[config.mk]
export PLATFORM = sky130hd
export DESIGN_NAME = dp_ram_arb_flat
export DESIGN_NICKNAME = d
export VERILOG_FILES = /design/src/rtl/dp_ram_arb_pkg.sv /design/src/rtl/dp_ram_arb_if.sv /design/src/rtl/dp_ram_arb_rr_pick.sv /design/src/rtl/dp_ram_arb.sv /design/src/flat_wrapper.sv
export SDC_FILE = /design/constraint.sdc
export NUM_CORES = 1
export LEC_CHECK = 0
export CAP_MARGIN = 25
export CORE_MARGIN = 1
export CORE_UTILIZATION = 50
export CTS_BUF_LIST = sky130_fd_sc_hd__clkbuf_8 sky130_fd_sc_hd__clkbuf_16
export CTS_CLUSTER_DIAMETER = 50
export DETAILED_ROUTE_END_ITERATION = 8
export PLACE_DENSITY = 0.89
export SYNTH_ARGS = -nofsm -noshare
export SYNTH_HDL_FRONTEND = slang
export SYNTH_SLANG_ARGS = --single-unit
export TNS_END_PERCENT = 50
[constraint.sdc]
create_clock -name clk -period 6.25 [get_ports clk]
set_clock_uncertainty 0.05 [all_clocks]
set_input_delay 1.5625 -clock clk [delete_from_list [all_inputs] [get_ports clk]]
set_output_delay 1.5625 -clock clk [all_outputs]
set_load 0.05 [all_outputs]
[src/rtl/dp_ram_arb_pkg.sv]
// dp_ram_arb_pkg: shared types and constants for the dual-port RAM arbiter.
//   state_e : arbiter FSM states (INIT clears the RAM, RUN arbitrates).
//   STAT_W  : width of the optional statistics counters.
//   idx_w() : width of a requester index for a given requester count.
// Optional feature macro used by this block: DP_RAM_ARB_STATS_EN.
package dp_ram_arb_pkg;

   typedef enum logic {
      INIT = 1'b0,
      RUN  = 1'b1
   } state_e;

   localparam int unsigned STAT_W = 32;

   function automatic int unsigned idx_w(input int unsigned n);
      return (n > 1) ? $clog2(n) : 1;
   endfunction

endpackage

[src/rtl/dp_ram_arb_if.sv]
// dp_ram_arb_if: requester-side bus of the dual-port RAM arbiter.
//   req_valid/req_wr/req_addr/req_wdata : per-requester access request
//   req_ready                           : per-requester grant (transfer on valid && ready)
//   rsp_valid/rsp_rdata                 : per-requester response, one cycle after grant
// Modports: master (requesters), slave (arbiter).
interface dp_ram_arb_if #(
   parameter int unsigned NUM_REQ    = 4,
   parameter int unsigned DATA_WIDTH = 8,
   parameter int unsigned ADDR_WIDTH = 4
);

   logic [NUM_REQ-1:0]                 req_valid;
   logic [NUM_REQ-1:0]                 req_wr;
   logic [NUM_REQ-1:0][ADDR_WIDTH-1:0] req_addr;
   logic [NUM_REQ-1:0][DATA_WIDTH-1:0] req_wdata;
   logic [NUM_REQ-1:0]                 req_ready;
   logic [NUM_REQ-1:0]                 rsp_valid;
   logic [NUM_REQ-1:0][DATA_WIDTH-1:0] rsp_rdata;

   modport master (
      output req_valid, req_wr, req_addr, req_wdata,
      input  req_ready, rsp_valid, rsp_rdata
   );

   modport slave (
      input  req_valid, req_wr, req_addr, req_wdata,
      output req_ready, rsp_valid, rsp_rdata
   );

endinterface

[src/rtl/dp_ram_arb_rr_pick.sv]
// dp_ram_arb_rr_pick: combinational round-robin pick of up to two requesters.
//   valid, wr, addr : per-requester request fields
//   ptr             : requester with highest priority this cycle
//   a_idx, a_found  : first valid requester scanning upward from ptr
//   b_idx, b_found  : next valid requester after A (up to ptr-1) not conflicting with A
//   conflict        : a valid requester was skipped because it conflicts with A
module dp_ram_arb_rr_pick
   import dp_ram_arb_pkg::*;
#(
   parameter int unsigned NUM_REQ    = 4,
   parameter int unsigned ADDR_WIDTH = 4,
   localparam int unsigned IDX_W     = idx_w(NUM_REQ)
) (
   input  logic [NUM_REQ-1:0]                 valid,
   input  logic [NUM_REQ-1:0]                 wr,
   input  logic [NUM_REQ-1:0][ADDR_WIDTH-1:0] addr,
   input  logic [IDX_W-1:0]                   ptr,
   output logic [IDX_W-1:0]                   a_idx,
   output logic                               a_found,
   output logic [IDX_W-1:0]                   b_idx,
   output logic                               b_found,
   output logic                               conflict
);

   logic [IDX_W:0]   sum;
   logic [IDX_W-1:0] idx;

   // Single scan from ptr: the first valid hit becomes A, later hits are B candidates.
   always_comb begin
      a_idx    = '0;
      a_found  = 1'b0;
      b_idx    = '0;
      b_found  = 1'b0;
      conflict = 1'b0;
      sum      = '0;
      idx      = '0;
      for (int k = 0; k < NUM_REQ; k++) begin
         sum = {1'b0, ptr} + (IDX_W+1)'(k);
         if (sum >= (IDX_W+1)'(NUM_REQ)) begin
            sum = sum - (IDX_W+1)'(NUM_REQ);
         end
         idx = sum[IDX_W-1:0];
         if (!a_found && valid[idx]) begin
            a_found = 1'b1;
            a_idx   = idx;
         end else if (a_found && !b_found && valid[idx]) begin
            // Same address with any write would collide inside the RAM: leave it pending.
            if (addr[idx] == addr[a_idx] && (wr[idx] || wr[a_idx])) begin
               conflict = 1'b1;
            end else begin
               b_found = 1'b1;
               b_idx   = idx;
            end
         end
      end
   end

endmodule

[src/rtl/dp_ram_arb.sv]
// dp_ram_arb: round-robin arbiter/sequencer sharing the two ports of a synchronous RAM.
//   clk, rst            : clock, synchronous active-high reset
//   bus (slave)         : requester bus (request, grant, response)
//   init_done           : high once the post-reset RAM clear has finished
//   ram_wrA/ram_addrA/ram_dataA_in, ram_dataA_out : RAM port A
//   ram_wrB/ram_addrB/ram_dataB_in, ram_dataB_out : RAM port B
//   grant_cnt, conflict_cnt : saturating statistics, present only with DP_RAM_ARB_STATS_EN
// After reset the RAM is cleared two words per cycle, then up to two non-conflicting
// requests are granted per cycle; responses come one cycle after the grant.
module dp_ram_arb
   import dp_ram_arb_pkg::*;
#(
   parameter int unsigned NUM_REQ    = 4,
   parameter int unsigned DATA_WIDTH = 8,
   parameter int unsigned ADDR_WIDTH = 4
) (
   input  logic                  clk,
   input  logic                  rst,
   dp_ram_arb_if.slave           bus,
   output logic                  init_done,
   output logic                  ram_wrA,
   output logic [ADDR_WIDTH-1:0] ram_addrA,
   output logic [DATA_WIDTH-1:0] ram_dataA_in,
   input  logic [DATA_WIDTH-1:0] ram_dataA_out,
   output logic                  ram_wrB,
   output logic [ADDR_WIDTH-1:0] ram_addrB,
   output logic [DATA_WIDTH-1:0] ram_dataB_in,
   input  logic [DATA_WIDTH-1:0] ram_dataB_out
`ifdef DP_RAM_ARB_STATS_EN
   ,
   output logic [STAT_W-1:0]     grant_cnt,
   output logic [STAT_W-1:0]     conflict_cnt
`endif
);

   localparam int unsigned IDX_W = idx_w(NUM_REQ);
   localparam logic [ADDR_WIDTH-1:0] LAST_PAIR = {{(ADDR_WIDTH-1){1'b1}}, 1'b0};

   state_e                             state_q, state_d;
   logic [ADDR_WIDTH-1:0]              init_addr_q, init_addr_d;
   logic [IDX_W-1:0]                   ptr_q, ptr_d;
   logic [IDX_W-1:0]                   own_a_q, own_b_q;
   logic                               own_a_vld_q, own_b_vld_q;
   logic [NUM_REQ-1:0][DATA_WIDTH-1:0] rdata_q;

   logic [IDX_W-1:0] a_idx, b_idx;
   logic             a_found, b_found, conflict;
   logic             grant_a, grant_b;

   function automatic logic [IDX_W-1:0] inc_idx(input logic [IDX_W-1:0] i);
      return (32'(i) == NUM_REQ - 1) ? '0 : i + 1'b1;
   endfunction

   dp_ram_arb_rr_pick #(
      .NUM_REQ    (NUM_REQ),
      .ADDR_WIDTH (ADDR_WIDTH)
   ) u_pick (
      .valid    (bus.req_valid),
      .wr       (bus.req_wr),
      .addr     (bus.req_addr),
      .ptr      (ptr_q),
      .a_idx    (a_idx),
      .a_found  (a_found),
      .b_idx    (b_idx),
      .b_found  (b_found),
      .conflict (conflict)
   );

   // Everything is forced idle while rst is high so no RAM write or grant leaks out.
   always_comb begin
      state_d       = state_q;
      init_addr_d   = init_addr_q;
      ptr_d         = ptr_q;
      grant_a       = 1'b0;
      grant_b       = 1'b0;
      ram_wrA       = 1'b0;
      ram_addrA     = '0;
      ram_dataA_in  = '0;
      ram_wrB       = 1'b0;
      ram_addrB     = '0;
      ram_dataB_in  = '0;
      bus.req_ready = '0;
      if (!rst) begin
         case (state_q)
            INIT: begin
               ram_wrA     = 1'b1;
               ram_addrA   = init_addr_q;
               ram_wrB     = 1'b1;
               ram_addrB   = init_addr_q | ADDR_WIDTH'(1);
               init_addr_d = init_addr_q + ADDR_WIDTH'(2);
               if (init_addr_q == LAST_PAIR) begin
                  state_d     = RUN;
                  init_addr_d = '0;
               end
            end
            RUN: begin
               grant_a = a_found;
               grant_b = b_found;
               if (a_found) begin
                  ram_wrA              = bus.req_wr[a_idx];
                  ram_addrA            = bus.req_addr[a_idx];
                  ram_dataA_in         = bus.req_wdata[a_idx];
                  bus.req_ready[a_idx] = 1'b1;
                  ptr_d                = inc_idx(a_idx);
               end
               // B always lies later in scan order than A, so it sets the pointer.
               if (b_found) begin
                  ram_wrB              = bus.req_wr[b_idx];
                  ram_addrB            = bus.req_addr[b_idx];
                  ram_dataB_in         = bus.req_wdata[b_idx];
                  bus.req_ready[b_idx] = 1'b1;
                  ptr_d                = inc_idx(b_idx);
               end
            end
            default: ;
         endcase
      end
   end

   // Owners see the RAM output directly; everyone else keeps their last response data.
   always_comb begin
      bus.rsp_valid = '0;
      bus.rsp_rdata = rdata_q;
      if (rst) begin
         bus.rsp_rdata = '0;
      end else begin
         if (own_a_vld_q) begin
            bus.rsp_valid[own_a_q] = 1'b1;
            bus.rsp_rdata[own_a_q] = ram_dataA_out;
         end
         if (own_b_vld_q) begin
            bus.rsp_valid[own_b_q] = 1'b1;
            bus.rsp_rdata[own_b_q] = ram_dataB_out;
         end
      end
   end

   assign init_done = (state_q == RUN) && !rst;

   always_ff @(posedge clk) begin
      if (rst) begin
         state_q     <= INIT;
         init_addr_q <= '0;
         ptr_q       <= '0;
         own_a_q     <= '0;
         own_b_q     <= '0;
         own_a_vld_q <= 1'b0;
         own_b_vld_q <= 1'b0;
         rdata_q     <= '0;
      end else begin
         state_q     <= state_d;
         init_addr_q <= init_addr_d;
         ptr_q       <= ptr_d;
         own_a_q     <= a_idx;
         own_b_q     <= b_idx;
         own_a_vld_q <= grant_a;
         own_b_vld_q <= grant_b;
         rdata_q     <= bus.rsp_rdata;
      end
   end

`ifdef DP_RAM_ARB_STATS_EN
   logic [STAT_W-1:0] grant_cnt_q, conflict_cnt_q;
   logic [STAT_W:0]   grant_sum, conflict_sum;
   logic              conflict_hit;

   assign conflict_hit = (state_q == RUN) && !rst && conflict;

   // One spare bit catches the carry so the counters stick at all-ones.
   always_comb begin
      grant_sum    = {1'b0, grant_cnt_q} + (STAT_W+1)'(grant_a) + (STAT_W+1)'(grant_b);
      conflict_sum = {1'b0, conflict_cnt_q} + (STAT_W+1)'(conflict_hit);
   end

   always_ff @(posedge clk) begin
      if (rst) begin
         grant_cnt_q    <= '0;
         conflict_cnt_q <= '0;
      end else begin
         grant_cnt_q    <= grant_sum[STAT_W] ? '1 : grant_sum[STAT_W-1:0];
         conflict_cnt_q <= conflict_sum[STAT_W] ? '1 : conflict_sum[STAT_W-1:0];
      end
   end

   assign grant_cnt    = grant_cnt_q;
   assign conflict_cnt = conflict_cnt_q;
`else
   logic unused_conflict;
   assign unused_conflict = conflict;
`endif

endmodule

[src/flat_wrapper.sv]
// flat-port wrapper written by rule: the top's interface ports become plain ports
module dp_ram_arb_flat import dp_ram_arb_pkg::*;
#(
   parameter int unsigned NUM_REQ    = 4,
   parameter int unsigned DATA_WIDTH = 8,
   parameter int unsigned ADDR_WIDTH = 4
)
  (clk, rst, init_done, ram_wrA, ram_addrA, ram_dataA_in, ram_dataA_out, ram_wrB, ram_addrB, ram_dataB_in, ram_dataB_out, bus_req_valid, bus_req_wr, bus_req_addr, bus_req_wdata, bus_req_ready, bus_rsp_valid, bus_rsp_rdata);
  dp_ram_arb_if #(.NUM_REQ(NUM_REQ), .DATA_WIDTH(DATA_WIDTH), .ADDR_WIDTH(ADDR_WIDTH)) bus_i ();
  input  logic clk;
  input  logic rst;
  output logic init_done;
  output logic ram_wrA;
  output logic [ADDR_WIDTH-1:0] ram_addrA;
  output logic [DATA_WIDTH-1:0] ram_dataA_in;
  input  logic [DATA_WIDTH-1:0] ram_dataA_out;
  output logic ram_wrB;
  output logic [ADDR_WIDTH-1:0] ram_addrB;
  output logic [DATA_WIDTH-1:0] ram_dataB_in;
  input  logic [DATA_WIDTH-1:0] ram_dataB_out;
  input wire logic [$bits(bus_i.req_valid)-1:0] bus_req_valid;
  input wire logic [$bits(bus_i.req_wr)-1:0] bus_req_wr;
  input wire logic [$bits(bus_i.req_addr)-1:0] bus_req_addr;
  input wire logic [$bits(bus_i.req_wdata)-1:0] bus_req_wdata;
  output wire logic [$bits(bus_i.req_ready)-1:0] bus_req_ready;
  output wire logic [$bits(bus_i.rsp_valid)-1:0] bus_rsp_valid;
  output wire logic [$bits(bus_i.rsp_rdata)-1:0] bus_rsp_rdata;
  assign bus_i.req_valid = bus_req_valid;
  assign bus_i.req_wr = bus_req_wr;
  assign bus_i.req_addr = bus_req_addr;
  assign bus_i.req_wdata = bus_req_wdata;
  assign bus_req_ready = bus_i.req_ready;
  assign bus_rsp_valid = bus_i.rsp_valid;
  assign bus_rsp_rdata = bus_i.rsp_rdata;
  dp_ram_arb #(.NUM_REQ(NUM_REQ), .DATA_WIDTH(DATA_WIDTH), .ADDR_WIDTH(ADDR_WIDTH)) u_core (.clk(clk), .rst(rst), .bus(bus_i), .init_done(init_done), .ram_wrA(ram_wrA), .ram_addrA(ram_addrA), .ram_dataA_in(ram_dataA_in), .ram_dataA_out(ram_dataA_out), .ram_wrB(ram_wrB), .ram_addrB(ram_addrB), .ram_dataB_in(ram_dataB_in), .ram_dataB_out(ram_dataB_out));
endmodule
# Yosys cells after proc, flatten, opt, wreduce, memory -nomap -nowiden
# Index checks and enable logic that the tools add are counted.
# word_totals
input_bits	74
elab_cells	204
reg_bits	45
# op_classes
muxes	127
n_addsub	10
eq_ne	6
n_lt_le_gt_ge	19
n_bitwise	3
n_reduce_logical	28
# ops
cell	count
two-way mux 32 bit	4
two-way mux 4 bit	23
two-way mux 8 bit	10
binary-select mux 4 bit (select 2 bit)	8
bitwise mux 32 bit	2
two-way mux 2 bit	21
two-way mux 1 bit	35
< comparator 2 x 3 -> 1 bit, second input constant	11
binary-select mux 8 bit (select 2 bit)	2
demux 8 bit (select 2 bit)	2
binary-select mux 1 bit (select 2 bit)	12
logical AND 1 bit	16
one-hot mux 4 bit (2 select lines)	2
== test 4 bit	3
greater-or-equal comparator 3 bit, second input constant	3
demux 1 bit (select 2 bit)	4
greater-or-equal comparator 2 x 1 -> 1 bit, second input constant	4
OR 4 bit	2
subtractor 2 x 1 -> 2 bit, second input constant	4
adder 2 x 2 -> 3 bit, second input constant	2
zero test 1 bit	6
adder 2 x 1 -> 2 bit, second input constant	2
adder 4 x 2 -> 4 bit, second input constant	1
== test 2 bit, second input constant	2
other kinds (9)	12

# Logic depth before layout (Yosys ltp)
# Gate-level depths: netlist of run 1.
# logic_depth
depth_word	30
depth_mapped	17
ltp_nobuf	13

# Hierarchy
# A second synthesis of run 1 with hierarchy kept.
# hier_totals
hier_cells	526
area_unflattened_um2	4717.0
# modules_own_cells
mod	instances	area_per_inst_um2	cells_per_inst
dp_ram_arb	1	3165.5	319
dp_ram_arb_rr_pick	1	1551.5	207

# Worst setup path before layout of run 1
# No wires, ideal clock.
# synth_timing
path_type	input-to-output
startpoint	input bus_req_valid[0]
endpoint	output ram_wrB
path_stages	13
required_time_ns	4.637
arrival_time_ns	5.242
setup_slack_ns	-0.604
n_path_buf	2
path_cell_list	buf_4 > nor2b_4 > o32ai_1 > buf_4 > mux2i_1 > mux2i_1 > xor2_1 > o41ai_4 > o2111ai_1 > a31o_2 > nor3_1 > a211oi_2 > o32ai_1
# synth_via
elab_chain_len	25
word_cells_on_any_way	71
classes_between	eq/ne: 3; mux: 49; reduce/logical: 19
# synth_rtl
item	line_no	rtl
start: declaration	flat_wrapper.sv:21	input wire logic [$bits(bus_i.req_valid)-1:0] bus_req_valid;
binary-select mux 1 bit (select 2 bit)	n/a	
two-way mux 1 bit (implied by the code)	dp_ram_arb_rr_pick.sv:43	if (!a_found && valid[idx]) begin
two-way mux 2 bit	dp_ram_arb_rr_pick.sv:43	
binary-select mux 4 bit (select 2 bit) or binary-select mux 1 bit (select 2 bit) (tied branches)	dp_ram_arb_rr_pick.sv:48	if (addr[idx] == addr[a_idx] && (wr[idx] || wr[a_idx])) begin
two-way mux 4 bit (implied by the code) or two-way mux 1 bit (tied branches)	dp_ram_arb_rr_pick.sv:48	
== test 4 bit or logical OR 1 bit (tied branches)	dp_ram_arb_rr_pick.sv:48	
logical AND 1 bit	dp_ram_arb_rr_pick.sv:48	
two-way mux 1 bit	dp_ram_arb_rr_pick.sv:48	
[... 8 more ...]	n/a	
logical AND 1 bit (2 in a row)	dp_ram_arb_rr_pick.sv:46	end else if (a_found && !b_found && valid[idx]) begin
two-way mux 2 bit	dp_ram_arb_rr_pick.sv:46	
two-way mux 2 bit	dp_ram_arb_rr_pick.sv:43	
binary-select mux 1 bit (select 2 bit)	dp_ram_arb.sv:108	ram_wrB = bus.req_wr[b_idx];
two-way mux 1 bit (implied by the code)	dp_ram_arb.sv:108	
two-way mux 1 bit (*)	dp_ram_arb.sv:107	if (b_found) begin
one-hot mux 1 bit (2 select lines) (*)	dp_ram_arb.sv:84	case (state_q)
two-way mux 1 bit (*)	dp_ram_arb.sv:83	if (!rst) begin
end: declaration	flat_wrapper.sv:17	output logic ram_wrB;
# Every way passes the cells marked *; elsewhere a longest branch is shown, timed or not. The select of a mux whose other input is x is not followed.

# Worst setup path in the final report of run 1
# layout_timing
startpoint	input bus_req_wr[3]
endpoint	output ram_addrB[0]
# layout_via
elab_chain_len	22
word_cells_on_any_way	47
classes_between	mux: 35; reduce/logical: 12
# layout_rtl
item	line_no	rtl
start: declaration	flat_wrapper.sv:22	input wire logic [$bits(bus_i.req_wr)-1:0] bus_req_wr;
binary-select mux 1 bit (select 2 bit)	dp_ram_arb_rr_pick.sv:48	
two-way mux 1 bit (implied by the code)	dp_ram_arb_rr_pick.sv:48	
logical OR 1 bit	dp_ram_arb_rr_pick.sv:48	
logical AND 1 bit	dp_ram_arb_rr_pick.sv:48	
two-way mux 1 bit	dp_ram_arb_rr_pick.sv:48	
two-way mux 1 bit	dp_ram_arb_rr_pick.sv:46	
two-way mux 1 bit	dp_ram_arb_rr_pick.sv:43	
zero test 1 bit	dp_ram_arb_rr_pick.sv:46	
[... 5 more ...]	n/a	
logical AND 1 bit (2 in a row)	dp_ram_arb_rr_pick.sv:46	
two-way mux 2 bit	dp_ram_arb_rr_pick.sv:46	
two-way mux 2 bit	dp_ram_arb_rr_pick.sv:43	
binary-select mux 4 bit (select 2 bit)	dp_ram_arb.sv:109	ram_addrB = bus.req_addr[b_idx];
two-way mux 4 bit (implied by the code)	dp_ram_arb.sv:109	
two-way mux 4 bit (*)	dp_ram_arb.sv:107	
one-hot mux 4 bit (2 select lines) (*)	dp_ram_arb.sv:84	
two-way mux 4 bit (*)	dp_ram_arb.sv:83	
end: declaration	flat_wrapper.sv:18	output logic [ADDR_WIDTH-1:0] ram_addrB;
# Marks and branches as above.

==> flow_summary_export.csv, run 1 <==
group,metric,value,unit
outcome,outcome,"finished with violations",
outcome,violations,"setup timing",
logic_synthesis,synth_flop_cell,"dfxtp_1",
routing,first_pass_iters,5,
routing,avgRoutedWirePerCell,21.2,µm
grt,grt_pass1_vias,6063,
routing,postRouteAntennaNets,0,
floorplan,ios,141,
min_path,min_to,"u_core.state_q$_SDFF_PP0_",
logic_synthesis,postSynth.asyncResetShare,0,%
power_and_ir_drop,power.density,113,nW/µm²
sta,hold_viol_final,0,
min_path,hold_path_class,"register to register",
logic_synthesis,synth_area_leader_cell,"dfxtp_1",
clock_tree,htree_num_levels,2,
logic_synthesis,ys_ff_latch,44,
placement,port_buffers,140,
setup_path,required,4.64,ns
clock_tree,cts.path.max_buffers,2,
logic_synthesis,syn_area,4980,µm²
min_path,holdPathStages,2,
final_layout,design_area,7940,µm²
logic_synthesis,synth_seq_area_share,17.7,%
sta,finalSetupViolCount,9,
routing,drt-total-wl,20.3,mm
clock_tree,clk_pin_slew,0.08,ns
grt,grt_usage,36.0,%
floorplan,die_w,102,µm
clock_tree,cts_sinks,44,
logic_synthesis,ys_top_cells_by_count,"86 x a211oi_1, 65 x mux2i_1, 64 x nor2_1",
routing,via_per_inst,6.63,
clock_tree,cts_tree,"done",
logic_synthesis,yosys.area.top_type_share,17.7,%
clock_tree,clock_latency,0.29,ns
clock_tree,numCtsBuffers,5,
setup_path,rr_endpoint,"u_core.ptr_q[1]$_SDFFE_PP0P_",
run,drv_cap,0,
setup_path,endpoint_kind,"output port",
grt,grt_max_degree,59,
final_layout,antenna_cells,0,
setup_path,cp-start-kind,"primary input",
setup_path,crit_arrival,4.73,ns
logic_synthesis,yosys_warnings,0,
sta,max_freq,158,MHz
sta,slew_viol_final,0,
logic_synthesis,synth.area.top_cells,"dfxtp_1 18%, mux2i_1 13%, a211oi_1 13%",
logic_synthesis,synth_cell_type_count,72,
setup_path,worstSetupPathType,"primary input to output port",
setup_path,critPathMaxFanout,8,
final_layout,drive_gt1_share,32.2,%
final_layout,register_area,883,µm²
power_and_ir_drop,peakVddDrop,92.2,µV
sta,slew_headroom,29.1,%
clock_tree,root_buffer,"clkbuf_8",
setup_path,crit_slowest_cell,"clkdlybuf4s50_1",
sta,min_period,6.34,ns
routing,drtIter0Drc,625,
sta,rsz0062_at_grt,"yes",
logic_synthesis,synth_fp_nets,712,
routing,vias,6348,
setup_path,reg2regPathDepth,17,
sta,post-route-period-util,101,%
placement,place_inst,922,
setup_path,reg2reg_from,"u_core.ptr_q[1]$_SDFFE_PP0P_",
floorplan,start_util,51.2,%
routing,route.detailed.drc,0,
placement,dp_slack,-0.854,ns
sta,timing.final.ws_setup,-0.0887,ns
floorplan,rows,36,
floorplan,fp.dieH,102,µm
placement,routabilityCongestion,0.995,
logic_synthesis,synth_area_per_cell,7.91,µm²
min_path,min_from,"u_core.init_addr_q[3]$_SDFFE_PP0N_",
floorplan,fp.coreArea,9730,µm²
final_layout,multi_input_area,4110,µm²
final_layout,syn_to_final_growth,59.4,%
clock_tree,cts-hold-fix-buffers,0,
final_layout,fillers,565,
logic_synthesis,yosysMostFrequentCell,"a211oi_1",
setup_path,crit_chain,"clkdlybuf4s50_1 -> mux4_2 -> a31oi_1 -> a221oi_2 -> buf_4 -> a41oi_1 -> nor2_1 -> o211a_4 -> buf_4 -> o21ai_0 -> o211ai_1 -> a31o_1 -> buf_12",
final_layout,fin_nets,908,
placement,placed_area,7190,µm²
placement,place_hpwl,13.7,mm
grt,gr-total-overflow,0,
setup_path,cp_slowest_stage_delay,0.54,ns
setup_path,path_buf_inv,4,
setup_path,path_delay_family,"compound AO/OA/AOI/OAI gates",
setup_path,r2r_setup_slack,2.12,ns
logic_synthesis,synth-edff-count,0,
sta,tightest_slew,1.06,ns
logic_synthesis,synthCells,629,
grt,grt_pass1_wl,29.4,mm
grt,grt_antenna_before_repair,0,
final_layout,fin_cells,958,
setup_path,crit_top_cell,"buf_4",
power_and_ir_drop,p_leak,3.24,nW
floorplan,dieArea,10400,µm²
[area by class of cell]
type                    count  area share (%)
repair buffers            247            32.7
inverters                  27            1.37
flip-flops and latches     44            11.1
multi-input cells         500            51.8
clock inverters             2           0.110
clock buffers               5           0.867
well taps                 133            2.10
[cells by family (layout without fill, tap and decap cells)]
family,after synthesis,after routing,synth area share [%]
AOI/OAI and AO/OA,213,213,31.1
and+or+nand+nor,180,181,17.8
muxes,87,87,21.4
buffers and inverters,86,281,7.87
DFF,44,44,17.7
adders and majority gates,11,11,2.69
xor gates and xnor gates,8,8,1.41
[cell usage in the layout (no fill, tap or decap), types with 6 or more instances in the layout]
master / count
a21oi_1: 24
o21ai_0: 21
buf_6: 14
a211oi_1: 83
nand2_1: 34
clkdlybuf4s50_1: 93
nand2_2: 6
dfxtp_1: 42
buf_4: 90
o211ai_1: 18
inv_1: 22
and3_4: 8
nor2_1: 60
o21ai_1: 11
mux4_2: 15
dlymetal6s2s_1: 7
buf_12: 33
nand3_1: 25
mux2i_1: 61
[registers in the layout, indices dropped and copies added, names as in the netlist]
signal and count:
u_core.ptr_q 2, u_core.state_q 1, u_core.init_addr_q 3, u_core.own_b_vld_q 1, u_core.own_b_q 2, u_core.own_a_vld_q 1, u_core.rdata_q 32, u_core.own_a_q 2
[worst max-delay path by stage]
stage / from / end / slack (ns) / depth (start not counted)
final: bus_req_wr[3] / ram_addrB[0] / -0.09 / 13
after floorplan: bus_req_valid[0] / ram_addrB[1] / -0.03 / 14
after detailed placement: bus_req_valid[1] / ram_wrB / -0.85 / 13
after CTS: bus_req_valid[1] / ram_addrB[3] / 0.008 / 16
after global placement: bus_req_valid[1] / ram_wrB / -0.63 / 13
after global routing: bus_req_valid[0] / ram_addrB[0] / -0.30 / 17
[routing by layer]
metal  track usage [%]  wire [µm]  vias to the layer above  part of all wire (%)
met3              5.66       1850                       94                   9.1
met5                 0          0                        -                     0
li1                  -          -                     2791                     -
met2              60.4       9840                      440                    49
met1              44.4       7710                     3023                    38
met4              18.6        874                        0                   4.3
[power by group]
group | internal, mW | switching [mW] | total (mW)
sequential | 0.284 | 0.00637 | 0.291
clock | 0.0744 | 0.0924 | 0.167
combinational | 0.210 | 0.230 | 0.440
[what timing repair did]
item,4_1_cts,5_1_grt
setup buffers,20,9
resized for setup,70,65
gates cloned,1,0
endpoints found under the setup margin,17,17
pin swaps,26,30
[through the flow]
| stage | power, mW | setup TNS, ns | hold slack, ns | utilization [%] |
|---|---|---|---|---|
| 2_1_floorplan | 0.488 | -0.0448 | 0.439 | - |
| 3_3_place_gp | 0.646 | -9.41 | 0.483 | 73.9 |
| 3_5_place_dp | 0.657 | -12.84 | 0.503 | 73.9 |
| 4_1_cts | 0.856 | 0 | 0.514 | 79.1 |
| 5_1_grt | 0.928 | -4.40 | 0.572 | 81.6 |
| 6_report | 0.898 | -0.321 | 0.546 | 81.6 |
[worst reg2reg max path: stages, from the launching register on]
cell	delay, ns
dfxtp_2	0.75
buf_4	0.48
nand2_1	0.14
a21oi_2	0.27
buf_4	0.17
o21ai_1	0.06
o211a_1	0.14
or3_1	0.30
nand4_1	0.16
buf_4	0.15
o2111ai_4	0.16
a31oi_4	0.29
buf_6	0.14
nand2_4	0.06
inv_2	0.08
ha_2	0.26
mux2i_1	0.19
a211oi_1	0.12
Power figures use the tool's default switching activity.
==> inputs of run 2 (changes only) <==
--- a/config.mk
+++ b/config.mk
@@ -5,8 +5,9 @@
 export SDC_FILE = /design/constraint.sdc
 export NUM_CORES = 1
 export LEC_CHECK = 0
+export ABC_AREA = 0
 export CAP_MARGIN = 25
-export CORE_MARGIN = 1
+export CORE_MARGIN = 2
 export CORE_UTILIZATION = 50
 export CTS_BUF_LIST = sky130_fd_sc_hd__clkbuf_8 sky130_fd_sc_hd__clkbuf_16
 export CTS_CLUSTER_DIAMETER = 50
==> flow_summary_export.csv, run 2 (synthesis results as in run 1) <==
group,metric,value,unit
setup_path,reg2regPathDepth,15,
routing,postRouteAntennaNets,0,
min_path,holdPathStages,2,
final_layout,largest_reg_flops,32,
sta,min_period,6.35,ns
sta,rsz0062_at_grt,"yes",
floorplan,die_w,104,µm
sta,finalSetupViolCount,16,
min_path,min_to,"u_core.init_addr_q[3]$_SDFFE_PP0N_",
sta,hold_viol_final,0,
routing,route.detailed.drc,0,
setup_path,endpoint_kind,"output port",
final_layout,fin_nets,902,
floorplan,start_util,51.2,%
outcome,violations,"setup timing",
sta,tns,-0.590,ns
placement,routabilityCongestion,1.04,
setup_path,critPathMaxFanout,6,
grt,grt_pass1_vias,6080,
sta,slew_viol_final,0,
clock_tree,cts.path.max_buffers,2,
run,drv_cap,0,
sta,max_freq,158,MHz
setup_path,required,4.64,ns
floorplan,fp.dieH,104,µm
power_and_ir_drop,power.density,118,nW/µm²
grt,gr-total-overflow,0,
final_layout,final_cell_mix,"93 x clkdlybuf4s50_1, 91 x buf_4, 84 x a211oi_1, 61 x nor2_1, 60 x mux2i_1",
routing,via_per_inst,6.73,
setup_path,rr_endpoint,"u_core.ptr_q[1]$_SDFFE_PP0P_",
clock_tree,cts_sinks,44,
min_path,hold_path_class,"register to register",
routing,drt-total-wl,20.9,mm
setup_path,crit_arrival,4.73,ns
routing,drtIter0Drc,638,
grt,grt_max_degree,44,
sta,post-route-period-util,102,%
final_layout,syn_to_final_growth,56.5,%
final_layout,antenna_cells,0,
final_layout,regMostFlops,"u_core.rdata_q",
final_layout,layout_commonest_cell,"clkdlybuf4s50_1",
routing,avgRoutedWirePerCell,21.9,µm
clock_tree,clk_pin_slew,0.08,ns
routing,vias,6414,
power_and_ir_drop,p_leak,3.19,nW
clock_tree,root_buffer,"clkbuf_8",
clock_tree,clock_latency,0.30,ns
floorplan,ios,141,
setup_path,r2r_setup_slack,1.95,ns
floorplan,rows,36,
sta,slew_headroom,31.9,%
floorplan,dieArea,10800,µm²
placement,place_hpwl,14.2,mm
sta,tightest_slew,1.02,ns
setup_path,reg2reg_from,"u_core.ptr_q[1]$_SDFFE_PP0P_",
clock_tree,cts_tree,"done",
grt,grt_usage,34.0,%
min_path,min_from,"u_core.init_addr_q[3]$_SDFFE_PP0N_",
setup_path,cp-start-kind,"primary input",
final_layout,drive_gt1_share,28.8,%
clock_tree,numCtsBuffers,5,
sta,fin_worst_hold_slack,0.531,ns
grt,grt_antenna_before_repair,0,
setup_path,worstSetupPathType,"primary input to output port",
outcome,outcome,"finished with violations",
routing,first_pass_iters,5,
grt,grt_pass1_wl,30.4,mm
placement,port_buffers,140,
floorplan,fp.coreArea,9730,µm²
final_layout,reg_top3,"u_core.rdata_q (32), u_core.init_addr_q (3)",
power_and_ir_drop,peakVddDrop,91.9,µV
sta,timing.final.ws_setup,-0.0964,ns
clock_tree,htree_num_levels,2,
==> run 2: cell count changes in the layout (fill, tap and decap cells not counted), moves of 3 or more <==
cell,previous run,this run
clkbuf_2,5,1
mux2i_2,4,1
ha_1,5,9
mux2i_4,0,4
ha_2,4,0
o21ai_1,11,15
a21oi_2,5,0
buf_12,33,26
a21oi_1,24,29
==> run 2: worst max path at each step <==
stage                                 from              end  cells past startpoint
after floorplan           bus_req_valid[0]     ram_addrB[1]                     14
after global placement    bus_req_valid[1]          ram_wrB                     14
after detailed placement  bus_req_valid[1]  ram_dataB_in[0]                     15
after CTS                 bus_req_valid[0]  ram_dataB_in[4]                     15
after global routing      bus_req_addr[12]     ram_addrB[0]                     15
final                     bus_req_valid[2]     ram_addrB[1]                     16
==> run 2: power breakdown <==
group          internal (mW)  switching (mW)  leakage (nW)
Clock                 0.0781           0.106        0.0479
Combinational          0.211           0.232          2.78
Sequential             0.284         0.00675         0.357
Total                  0.574           0.345          3.19
==> run 2: through the flow <==
step / total power [mW] / utilization [%] / instance area (µm²) / std cells / setup WS [ns]
2_1_floorplan: 0.488 / - / 5000 / 629 / -0.0347
3_3_place_gp: 0.652 / 73.9 / 7190 / 928 / -0.353
3_5_place_dp: 0.664 / 73.9 / 7190 / 928 / -0.499
4_1_cts: 0.854 / 76.6 / 7460 / 942 / 0.00170
5_1_grt: 0.949 / 80.1 / 7790 / 953 / -0.205
6_report: 0.919 / 80.1 / 7790 / 953 / -0.0964
==> run 2: worst max-delay path, cell delays in order <==
cell       delay (ns)
clkbuf_4         0.14
inv_1            0.06
maj3_2           0.32
buf_4            0.16
a221oi_2         0.26
a211oi_1         0.11
or3_1            0.39
o211ai_1         0.18
buf_4            0.19
o2111ai_4        0.16
a31oi_4          0.31
nand2_4          0.14
buf_12           0.17
mux2i_4          0.18
o221ai_2         0.23
buf_12           0.17
==> run 2: routing by layer <==
metal	GRT usage, %	part of all wire [%]	up-vias
li1	-	-	2782
met4	12.9	5.9	0
met5	0	0	-
met3	5.16	9.6	123
met1	42.8	36	3029
met2	58.7	48	480
==> run 2: area by class of cell <==
| cell class | instances | area, µm² |
|---|---|---|
| inverter | 27 | 109 |
| tap | 133 | 166 |
| clock inverter | 3 | 18.8 |
| timing repair buffer | 241 | 2460 |
| clock buffer | 5 | 68.8 |
| multi-input combinational | 500 | 4090 |
| sequential | 44 | 883 |
| fill | 592 | 1940 |
==> run 2: timing repair <==
item,in CTS,in global routing
setup endpoints to repair,17,17
hold buffers,0,0
pin swaps,14,27
buffers inserted,6,13
gates cloned,1,0
resized for setup,51,64
==> inputs of run 3 (changes only) <==
--- a/config.mk
+++ b/config.mk
@@ -6,13 +6,15 @@
 export NUM_CORES = 1
 export LEC_CHECK = 0
 export ABC_AREA = 0
-export CAP_MARGIN = 25
+export CAP_MARGIN = 20
 export CORE_MARGIN = 2
 export CORE_UTILIZATION = 50
 export CTS_BUF_LIST = sky130_fd_sc_hd__clkbuf_8 sky130_fd_sc_hd__clkbuf_16
 export CTS_CLUSTER_DIAMETER = 50
 export DETAILED_ROUTE_END_ITERATION = 8
+export GPL_TIMING_DRIVEN = 0
 export PLACE_DENSITY = 0.89
+export REMOVE_ABC_BUFFERS = 1
 export SYNTH_ARGS = -nofsm -noshare
 export SYNTH_HDL_FRONTEND = slang
 export SYNTH_SLANG_ARGS = --single-unit
==> flow_summary_export.csv, run 3 (synthesis results as in run 1) <==
group,metric,value,unit
final_layout,reg_top3,"u_core.rdata_q (32), u_core.init_addr_q (3)",
power_and_ir_drop,p_clk_share,24.8,%
sta,rsz0062_at_grt,"yes",
power_and_ir_drop,finalPower,0.922,mW
grt,grt_pass1_vias,5712,
routing,avgRoutedWirePerCell,20.2,µm
placement,place_hpwl,11.5,mm
floorplan,fp.coreArea,9730,µm²
sta,tightest_slew,0.966,ns
clock_tree,root_buffer,"clkbuf_8",
grt,grt_usage,30.5,%
final_layout,drive_gt1_share,22.4,%
setup_path,crit_arrival,4.72,ns
final_layout,fin_cells,896,
outcome,outcome,"finished with violations",
power_and_ir_drop,pwr-share-comb,43.8,%
final_layout,antenna_cells,0,
floorplan,rows,36,
final_layout,layout_commonest_cell,"clkdlybuf4s50_1",
placement,place_inst,849,
floorplan,start_util,51.2,%
clock_tree,cts_sinks,44,
placement,placed_area,6390,µm²
setup_path,required,4.64,ns
clock_tree,cts.path.max_buffers,2,
grt,grt_util_met1,36.7,%
setup_path,worstSetupPathType,"primary input to output port",
floorplan,die_w,104,µm
min_path,hold_path_class,"register to register",
sta,slew_headroom,35.4,%
setup_path,cp-start-kind,"primary input",
clock_tree,cts_tree,"done",
power_and_ir_drop,p_int,0.596,mW
sta,slew_viol_final,0,
sta,hold_viol_final,0,
final_layout,fin_nets,845,
grt,gr-total-overflow,0,
outcome,violations,"setup timing",
clock_tree,clk_pin_slew,0.08,ns
routing,postRouteAntennaNets,0,
clock_tree,clock_latency,0.29,ns
floorplan,ios,141,
floorplan,fp.dieH,104,µm
clock_tree,numCtsBuffers,5,
sta,finalSetupViolCount,15,
sta,max_freq,158,MHz
grt,grt_pass1_wl,27.6,mm
final_layout,final_cell_mix,"104 x clkdlybuf4s50_1, 84 x a211oi_1, 63 x nor2_1, 58 x mux2i_1, 42 x dfxtp_1",
placement,port_buffers,140,
setup_path,critPathMaxFanout,8,
sta,post-route-period-util,101,%
routing,route.detailed.drc,0,
clock_tree,htree_num_levels,2,
grt,use_met3,5.79,%
routing,via_per_inst,6.67,
grt,grt_max_degree,54,
sta,fin_worst_hold_slack,0.489,ns
floorplan,dieArea,10800,µm²
grt,grt.met2_usage,52.4,%
setup_path,endpoint_kind,"output port",
placement,dp_slack,-2.25,ns
grt,grt_antenna_before_repair,0,
sta,min_period,6.33,ns
power_and_ir_drop,seqPwrFrac,31.4,%
final_layout,fillers,660,
final_layout,largest_reg_flops,32,
final_layout,syn_to_final_growth,46.0,%
final_layout,design_area,7270,µm²
power_and_ir_drop,peakVddDrop,131,µV
power_and_ir_drop,power.density,127,nW/µm²
placement,routabilityCongestion,0.926,
routing,drt-total-wl,18.1,mm
grt,busiest_layer,"met2",
routing,first_pass_iters,5,
power_and_ir_drop,power.switching,0.326,mW
power_and_ir_drop,p_leak,2.86,nW
routing,drtIter0Drc,476,
sta,timing.final.ws_setup,-0.0829,ns
routing,vias,5974,
power_and_ir_drop,swShare,35.4,%
run,drv_cap,0,
final_layout,regMostFlops,"u_core.rdata_q",
[run 3: cell count changes in the layout (fill, tap and decap cells not counted), moves of 7 or more]
cell,before,now
buf_4,91,24
buf_12,26,10
clkdlybuf4s50_1,93,104
buf_6,14,21
[run 3: path summary, 6_finish.rpt]
check,startpoint,depth (start not counted),endpoint,slack (ns)
max,bus_req_wr[1],12,ram_addrB[3],-0.08
min,u_core.init_addr_q[3]$_SDFFE_PP0N_,2,u_core.init_addr_q[3]$_SDFFE_PP0N_,0.49
max reg2reg,u_core.ptr_q[0]$_SDFFE_PP0P_,15,u_core.ptr_q[1]$_SDFFE_PP0P_,2.18
min reg2reg,u_core.init_addr_q[3]$_SDFFE_PP0N_,2,u_core.init_addr_q[3]$_SDFFE_PP0N_,0.49
[run 3: power groups by stage]
stage	Clock (mW)	Combinational (mW)	Sequential (mW)
final	0.228	0.404	0.290
after detailed placement	0	0.297	0.296
after global routing	0.244	0.422	0.290
after floorplan	0	0.167	0.295
after CTS	0.230	0.365	0.290
after global placement	0	0.281	0.296
[run 3: routing by layer]
| layer | part of all wire, % | wire length (µm) | up-vias |
|---|---|---|---|
| li1 | - | - | 2681 |
| met1 | 38 | 6980 | 2830 |
| met2 | 49 | 8860 | 389 |
| met3 | 9.4 | 1700 | 74 |
| met4 | 3.3 | 606 | 0 |
| met5 | 0 | 0 | - |
[run 3: timing repair]
item	in CTS	in global routing
hold buffers	0	0
pin swaps	17	17
gates resized for setup	201	55
buffers inserted	27	7
gates cloned	6	0
setup endpoints to repair	30	17
[run 3: worst max-delay path, stage by stage]
cell,delay [ns]
clkdlybuf4s50_1,0.56
mux4_2,0.50
a31oi_1,0.27
a221oi_2,0.13
a41o_2,0.28
mux2_4,0.35
a31oi_4,0.18
buf_12,0.16
nand2_8,0.08
mux2i_2,0.16
o221ai_2,0.25
buf_6,0.20
[run 3: cell type report]
type | instances | area [µm²] | share of cell area [%]
clock buffer | 6 | 82.6 | 1.14
timing repair buffer | 180 | 1890 | 26.0
inverter | 27 | 119 | 1.64
timing repair inverter | 1 | 8.76 | 0.121
sequential | 44 | 883 | 12.2
tap | 133 | 166 | 2.29
clock inverter | 2 | 38.8 | 0.534
multi-input combinational | 503 | 4080 | 56.2
[run 3: stage by stage]
| stage | util [%] | setup TNS (ns) |
|---|---|---|
| global placement | 64.3 | -87.13 |
| floorplan | - | -17.78 |
| finish | 74.7 | -0.692 |
| CTS | 72.3 | 0 |
| detailed placement | 65.7 | -39.77 |
| global route | 74.7 | -1.82 |
